==> src/rtl/hw_led_pkg.sv <==
// Shared definitions for the status-LED scheduler: FSM state encoding and blink-code width.
// Latency: n/a (definitions only).
// Backpressure: n/a.
package hw_led_pkg;

  localparam int CODE_W = 4;

  localparam logic [1:0] S_IDLE = 2'd0;
  localparam logic [1:0] S_ON   = 2'd1;
  localparam logic [1:0] S_OFF  = 2'd2;
  localparam logic [1:0] S_GAP  = 2'd3;

  typedef enum logic [1:0] {
    stIdle = S_IDLE,
    stOn   = S_ON,
    stOff  = S_OFF,
    stGap  = S_GAP
  } ledState_t;

endpackage

==> src/rtl/hw_tick_gen.sv <==
// Prescaler: one-cycle oTICK every FREQ/TICK_HZ cycles of iCLK.
// Latency: first tick DIV-1 cycles after reset release, then every DIV cycles.
// Backpressure: none; free-running.
// Ports: iCLK clock, iRST_n sync active-low reset, oTICK one-cycle tick strobe.
module hw_tick_gen #(
  parameter int FREQ    = 128000000,
  parameter int TICK_HZ = 10
) (
  input  logic iCLK,
  input  logic iRST_n,
  output logic oTICK
);

  localparam int DIV   = FREQ / TICK_HZ;
  localparam int CNT_W = (DIV > 1) ? $clog2(DIV) : 1;
  localparam logic [CNT_W-1:0] LAST = CNT_W'(DIV - 1);

  logic [CNT_W-1:0] rCnt;

  always_ff @(posedge iCLK) begin
    if (!iRST_n) begin
      rCnt <= '0;
    end else if (rCnt == LAST) begin
      rCnt <= '0;
    end else begin
      rCnt <= rCnt + CNT_W'(1);
    end
  end

  assign oTICK = (rCnt == LAST);

endmodule

==> src/rtl/hw_led_scheduler.sv <==
// Shares one status LED between N_REQ requesters: fixed-priority grant of one full blink sequence, heartbeat when idle.
// Latency: requests are sampled on the next tick (<= DIV cycles); oLED/oGRANT/oBUSY change on the tick edge itself.
// Backpressure: none; requests are level-held and simply wait while a sequence runs (no preemption).
// Ports: iCLK, iRST_n (sync active-low), iREQ[N_REQ] (bit 0 highest), iCODE[4*N_REQ],
//        oLED (1 = on), oGRANT one-hot owner, oBUSY high during ON/OFF/GAP.
module hw_led_scheduler
  import hw_led_pkg::*;
#(
  parameter int FREQ      = 128000000,
  parameter int TICK_HZ   = 10,
  parameter int N_REQ     = 4,
  parameter int GAP_TICKS = 4,
  parameter int HB_TICKS  = 5
) (
  input  logic                    iCLK,
  input  logic                    iRST_n,
  input  logic [N_REQ-1:0]        iREQ,
  input  logic [CODE_W*N_REQ-1:0] iCODE,
  output logic                    oLED,
  output logic [N_REQ-1:0]        oGRANT,
  output logic                    oBUSY
);

  localparam logic [3:0] GAP_LAST = 4'(GAP_TICKS);
  // hb counts completed idle ticks; the toggle fires on the HB_TICKS-th one.
  localparam logic [7:0] HB_LAST  = 8'(HB_TICKS - 1);

  logic              tick;
  ledState_t         rState;
  logic [CODE_W-1:0] rCode;
  logic [3:0]        rPulse;
  logic [3:0]        rGap;
  logic [7:0]        rHb;

  logic              anyReq;
  logic [N_REQ-1:0]  winHot;
  logic [CODE_W-1:0] winCode;

  hw_tick_gen #(
    .FREQ    (FREQ),
    .TICK_HZ (TICK_HZ)
  ) uTick (
    .iCLK   (iCLK),
    .iRST_n (iRST_n),
    .oTICK  (tick)
  );

  // Scan from the top index down so the lowest requesting index wins.
  always_comb begin
    anyReq  = |iREQ;
    winHot  = '0;
    winCode = '0;
    for (int k = N_REQ - 1; k >= 0; k--) begin
      if (iREQ[k]) begin
        winHot    = '0;
        winHot[k] = 1'b1;
        winCode   = iCODE[k*CODE_W +: CODE_W];
      end
    end
  end

  always_ff @(posedge iCLK) begin
    if (!iRST_n) begin
      rState <= stIdle;
      oLED   <= 1'b0;
      oGRANT <= '0;
      oBUSY  <= 1'b0;
      rCode  <= '0;
      rPulse <= '0;
      rGap   <= '0;
      rHb    <= '0;
    end else if (tick) begin
      case (rState)
        stIdle: begin
          if (anyReq) begin
            rState <= stOn;
            rCode  <= winCode;
            oGRANT <= winHot;
            oBUSY  <= 1'b1;
            oLED   <= 1'b1;
            rPulse <= 4'd1;
          end else if (rHb == HB_LAST) begin
            oLED <= ~oLED;
            rHb  <= '0;
          end else begin
            rHb <= rHb + 8'd1;
          end
        end
        stOn: begin
          if (rCode == '0) begin
            // Solid code: LED left on; a held request is re-granted next tick.
            rState <= stIdle;
            oGRANT <= '0;
            oBUSY  <= 1'b0;
          end else begin
            rState <= stOff;
            oLED   <= 1'b0;
          end
        end
        stOff: begin
          if (rPulse != rCode) begin
            rPulse <= rPulse + 4'd1;
            rState <= stOn;
            oLED   <= 1'b1;
          end else begin
            rState <= stGap;
            rGap   <= 4'd1;
          end
        end
        stGap: begin
          if (rGap != GAP_LAST) begin
            rGap <= rGap + 4'd1;
          end else begin
            rState <= stIdle;
            oGRANT <= '0;
            oBUSY  <= 1'b0;
            rHb    <= '0;
          end
        end
        default: rState <= stIdle;
      endcase
    end
  end

endmodule

==> config.mk <==
export PLATFORM = sky130hd
export DESIGN_NAME = hw_led_scheduler
export DESIGN_NICKNAME = d
export VERILOG_FILES = /design/src/rtl/hw_led_pkg.sv /design/src/rtl/hw_tick_gen.sv /design/src/rtl/hw_led_scheduler.sv
export SDC_FILE = /design/constraint.sdc
export NUM_CORES = 1
export LEC_CHECK = 0
export CAP_MARGIN = 30
export CORE_ASPECT_RATIO = 2
export CORE_MARGIN = 4
export CORE_UTILIZATION = 55
export CTS_CLUSTER_DIAMETER = 120
export DETAILED_ROUTE_END_ITERATION = 16
export GPL_TIMING_DRIVEN = 0
export PLACE_DENSITY = 0.76
export SYNTH_ARGS = -nofsm -noshare
export SYNTH_HDL_FRONTEND = slang
export SYNTH_SLANG_ARGS = --single-unit
export TNS_END_PERCENT = 10
==> constraint.sdc <==
create_clock -name iCLK -period 2.6 [get_ports iCLK]
set_input_delay 0.52 -clock iCLK [delete_from_list [all_inputs] [get_ports iCLK]]
set_output_delay 0.52 -clock iCLK [all_outputs]
set_load 0.03 [all_outputs]
==> run summary <==
PWR
--------------------------------------------------------------------------------
P_int                                                                  0.00113 W
Switching share of power                                                   0.213
Max rail drop VDD                                                       0.402 mV
Proportion of power drawn by flip-flops and latches                        0.560
Power per cell area                                                   417 nW/um2
Sw power                                                              0.000305 W
Clk network pwr share                                                      0.381
Gate power share                                                           0.059
Static Leak                                                              1.25 nW

DIE
--------------------------------------------------------------------------------
Total number of placement rows                                                37
Initial Utilization                                                        0.575
Die outline height                                                        113 um
Area of the placeable core                                              5230 um2
Die outline area                                                        6790 um2
I/O pin count                                                                 28
Chip width                                                               60.3 um

GRT
--------------------------------------------------------------------------------
GRT Total Usage                                                            0.217
Number of antenna violations at the first check in global routing              0
Wire length of the first global-routing pass                            11500 um
Grt ovf                                                                        0
Pin count of the biggest net entering global routing                          16
Via count of the first global-routing pass                                  2628

PLACEMENT
--------------------------------------------------------------------------------
Cell Count Post-Placement                                                    415
Final GP Congestion                                                        0.842
HPWL after DPL                                                           5260 um
Count of input and output buffers                                             26

SYNTHESIS
--------------------------------------------------------------------------------
Number of flops mapped to enable cells by yosys                                0
Most used DFF post-synth                                                 dfxtp_1
Count of cell types in the netlist                                            58
Area leader, netlist                                                     dfxtp_1
Average footprint of a synthesized cell                                 9.08 um2
Synthesized instance count                                                   331
Top area cells in the synthesized netlist                           dfxtp_1, ha_1, nor2_1
Seq/Total Area, Yosys                                                      0.346
Yosys warns                                                                    0
Post-synthesis cell area                                                3010 um2
Async SR Flop Fraction                                                         0
Number of register bits inferred by synthesis                                 52
Yosys top cell area share                                                  0.346
Nets in the synthesized netlist                                              363

ROUTING
--------------------------------------------------------------------------------
DRC violation total after the first TritonRoute iteration                     87
Routed vias/inst                                                            6.01
Via count                                                                   2542
Antenna-violating nets left                                                    0
Pre-antenna DRT Iters                                                          4
Total wirelength of the detailed-routed design                           6680 um
DRC violation count after routing                                              0
Final routed wire length divided by cell count                           15.8 um

FINISH
--------------------------------------------------------------------------------
Post-route non-filler standard cell count                                    423
# nets final                                                                 396
Layout cell share with drive strength beyond 1                            0.0877
Antenna cells                                                                  0
Area growth from synthesis to final layout                                 14.6%

CRITICAL PATH
--------------------------------------------------------------------------------
Crit Path Max Fanout                                                           7
Startpoint kind of the worst setup timing path                        input port
Total buffers and inverters traversed by the critical path                     2
CP max stage delay                                                       0.52 ns
Critical path, cell by cell                                         clkdlybuf4s50_1 -> nor4_4 -> and2_1 -> buf_4 -> and4bb_2 -> or3b_1 -> a21boi_1
Critical path's top delay family                                    simple AND/OR/NAND/NOR gates
Capturing element type of the critical path                            flip-flop
CP Data Arrival Time                                                     2.59 ns
Required time of the critical path                                       2.83 ns
Worst setup path class                                                 in -> reg
Critical Path Slowest Stage Cell                                    clkdlybuf4s50_1

TIMING
--------------------------------------------------------------------------------
Maximum clock frequency                                                  424 MHz
Final Hold Fails                                                               0
Pins over their slew limit                                                     0
RSZ-0062 raised after global routing                                       false
Worst-margin pin slew                                                   0.850 ns
Time the worst path needs with I/O delays and setup                      2.36 ns
Worst clock skew                                                      0.00922 ns
Worst Hold Slack                                                        0.471 ns
Final cycle utilization of the critical path                               0.906
Final setup violation count                                                    0
Worst slew margin relative to its limit                                    0.426

CTS
--------------------------------------------------------------------------------
Root Buffer Master                                                      clkbuf_8
Total setup buffers inserted after CTS                                         0
Clock buffer depth                                                             2
Count of instances resized after the clock tree is built                       0
Worst skew pair latency                                                  0.30 ns
Number of buffers added by the clock tree synthesis step                       5
CTS hold repair buffers                                                        0
Number of clock sinks seen by CTS                                             52
Clock-pin slew on the worst setup and hold paths                         0.09 ns
Clock H-tree levels                                                            2
Clock tree from TritonCTS                                                    yes

STATUS
--------------------------------------------------------------------------------
Status                                                              finished clean

RUN
--------------------------------------------------------------------------------
Maximum Capacitance Violations                                                 0

MIN PATH
--------------------------------------------------------------------------------
Path class of the lowest-slack min-delay path                         reg -> reg

registers in the layout, indices dropped and copies added (netlist names):
signal and flops:
oBUSY 1, rHb 8, uTick.rCnt 24, rCode 4
oGRANT 4, rState 2, oLED 1, rGap 4
rPulse 4
cell type report:
cell class,instances,area (um2)
inverters,9,33.8
fillers,465,1780
repair buffers,26,260
multi-input cells,254,1840
clock inverters,2,35.0
clock buffers,6,72.6
plain buffers,16,88.8
well taps,58,72.6
flip-flops and latches,52,1040
final timing paths:
check | from | depth (start not counted) | end | slack [ns]
worst min-delay path | uTick.rCnt[0]$_SDFF_PP0_ | 1 | uTick.rCnt[0]$_SDFF_PP0_ | 0.47
worst max-delay path | iREQ[2] | 7 | rHb[6]$_SDFFE_PN0P_ | 0.24
worst min register to register | uTick.rCnt[0]$_SDFF_PP0_ | 1 | uTick.rCnt[0]$_SDFF_PP0_ | 0.47
worst max register to register | uTick.rCnt[0]$_SDFF_PP0_ | 8 | uTick.rCnt[9]$_SDFF_PP0_ | 0.38
synth_stat cells, types with 2 or more instances:
cell       n
inv_1      9
nand4b_1   3
o221ai_2   2
xnor2_1   11
nor4b_1    2
mux2i_1   10
and3_1     6
nand3b_1   6
dfxtp_1   52
or3b_1     2
nor4_4     5
ha_1      10
nand2_1   24
nor2b_1    9
a21boi_0   8
nand4_4    2
and4bb_2   2
a22oi_1    7
a21oi_1    5
and2_1     6
buf_6      3
nand4_1   12
or4_4      2
o21ai_0   13
a21boi_1   2
nand3_1   16
and4_1     3
nor4_1     4
buf_2      2
nor2_1    31
nand2b_1   4
xor2_1    13
and4b_1    2
o211a_1    3
clkbuf_1  10
o41a_1     2
nor3_1     7
power by group through the flow:
stage | Combinational (W) | Clock (W) | Sequential, W
CTS | 0.0000844 | 0.000561 | 0.000804
floorplan | 0.0000377 | 0 | 0.000822
detailed placement | 0.0000842 | 0 | 0.000822
global route | 0.0000935 | 0.000591 | 0.000805
finish | 0.0000846 | 0.000548 | 0.000804
global placement | 0.0000832 | 0 | 0.000822
cell usage in the layout, fill, tap and decap left out, types with 3 or more instances in the layout:
| master | count |
|---|---|
| inv_1 | 9 |
| nor2_1 | 31 |
| clkbuf_1 | 11 |
| o21ai_0 | 13 |
| nor4_1 | 4 |
| nor4_4 | 5 |
| a21oi_1 | 5 |
| clkbuf_8 | 5 |
| nand3_1 | 16 |
| and4_1 | 3 |
| a21boi_0 | 8 |
| nand4b_1 | 3 |
| o211a_1 | 3 |
| mux2i_1 | 10 |
| and2_1 | 6 |
| nor2b_1 | 9 |
| a22oi_1 | 7 |
| buf_6 | 3 |
| nand2_1 | 24 |
| clkdlybuf4s50_1 | 26 |
| and3_1 | 6 |
| dfxtp_1 | 52 |
| xnor2_1 | 11 |
| ha_1 | 10 |
| nand4_1 | 12 |
| xor2_1 | 13 |
| nor3_1 | 7 |
| nand2b_1 | 4 |
| nand3b_1 | 6 |
routing by layer:
layer  vias to the layer above  GRT usage  routed length, um  share of wire
li1                       1266          -                  -              -
met1                      1228      0.204               2440           0.37
met2                        29      0.416               3860           0.58
met3                        19     0.0322                118          0.018
met4                         0      0.112                260          0.039
met5                         -          0                  0              0
metrics by stage:
step           utilization  worst slack, ns  instance area [um2]  power (W)  TNS (ns)
2_1_floorplan            -            0.551                 3010   0.000859         0
3_3_place_gp         0.638          -0.0658                 3340   0.000906    -0.129
3_5_place_dp         0.638          -0.0731                 3340   0.000907    -0.137
4_1_cts              0.659            0.249                 3450    0.00145         0
5_1_grt              0.659            0.122                 3450    0.00149         0
6_report             0.659            0.243                 3450    0.00144         0
logic make-up after synthesis:
| kind of cell | count (synthesis) | synth area share |
|---|---|---|
| fa+ha+maj | 10 | 0.0416 |
| mux | 10 | 0.0333 |
| compound gates | 51 | 0.127 |
| flops | 52 | 0.346 |
| buf+inv | 25 | 0.0408 |
| simple gates | 159 | 0.342 |
| xor+xnor | 24 | 0.0699 |
No activity file was read; power rests on OpenSTA's default activity.
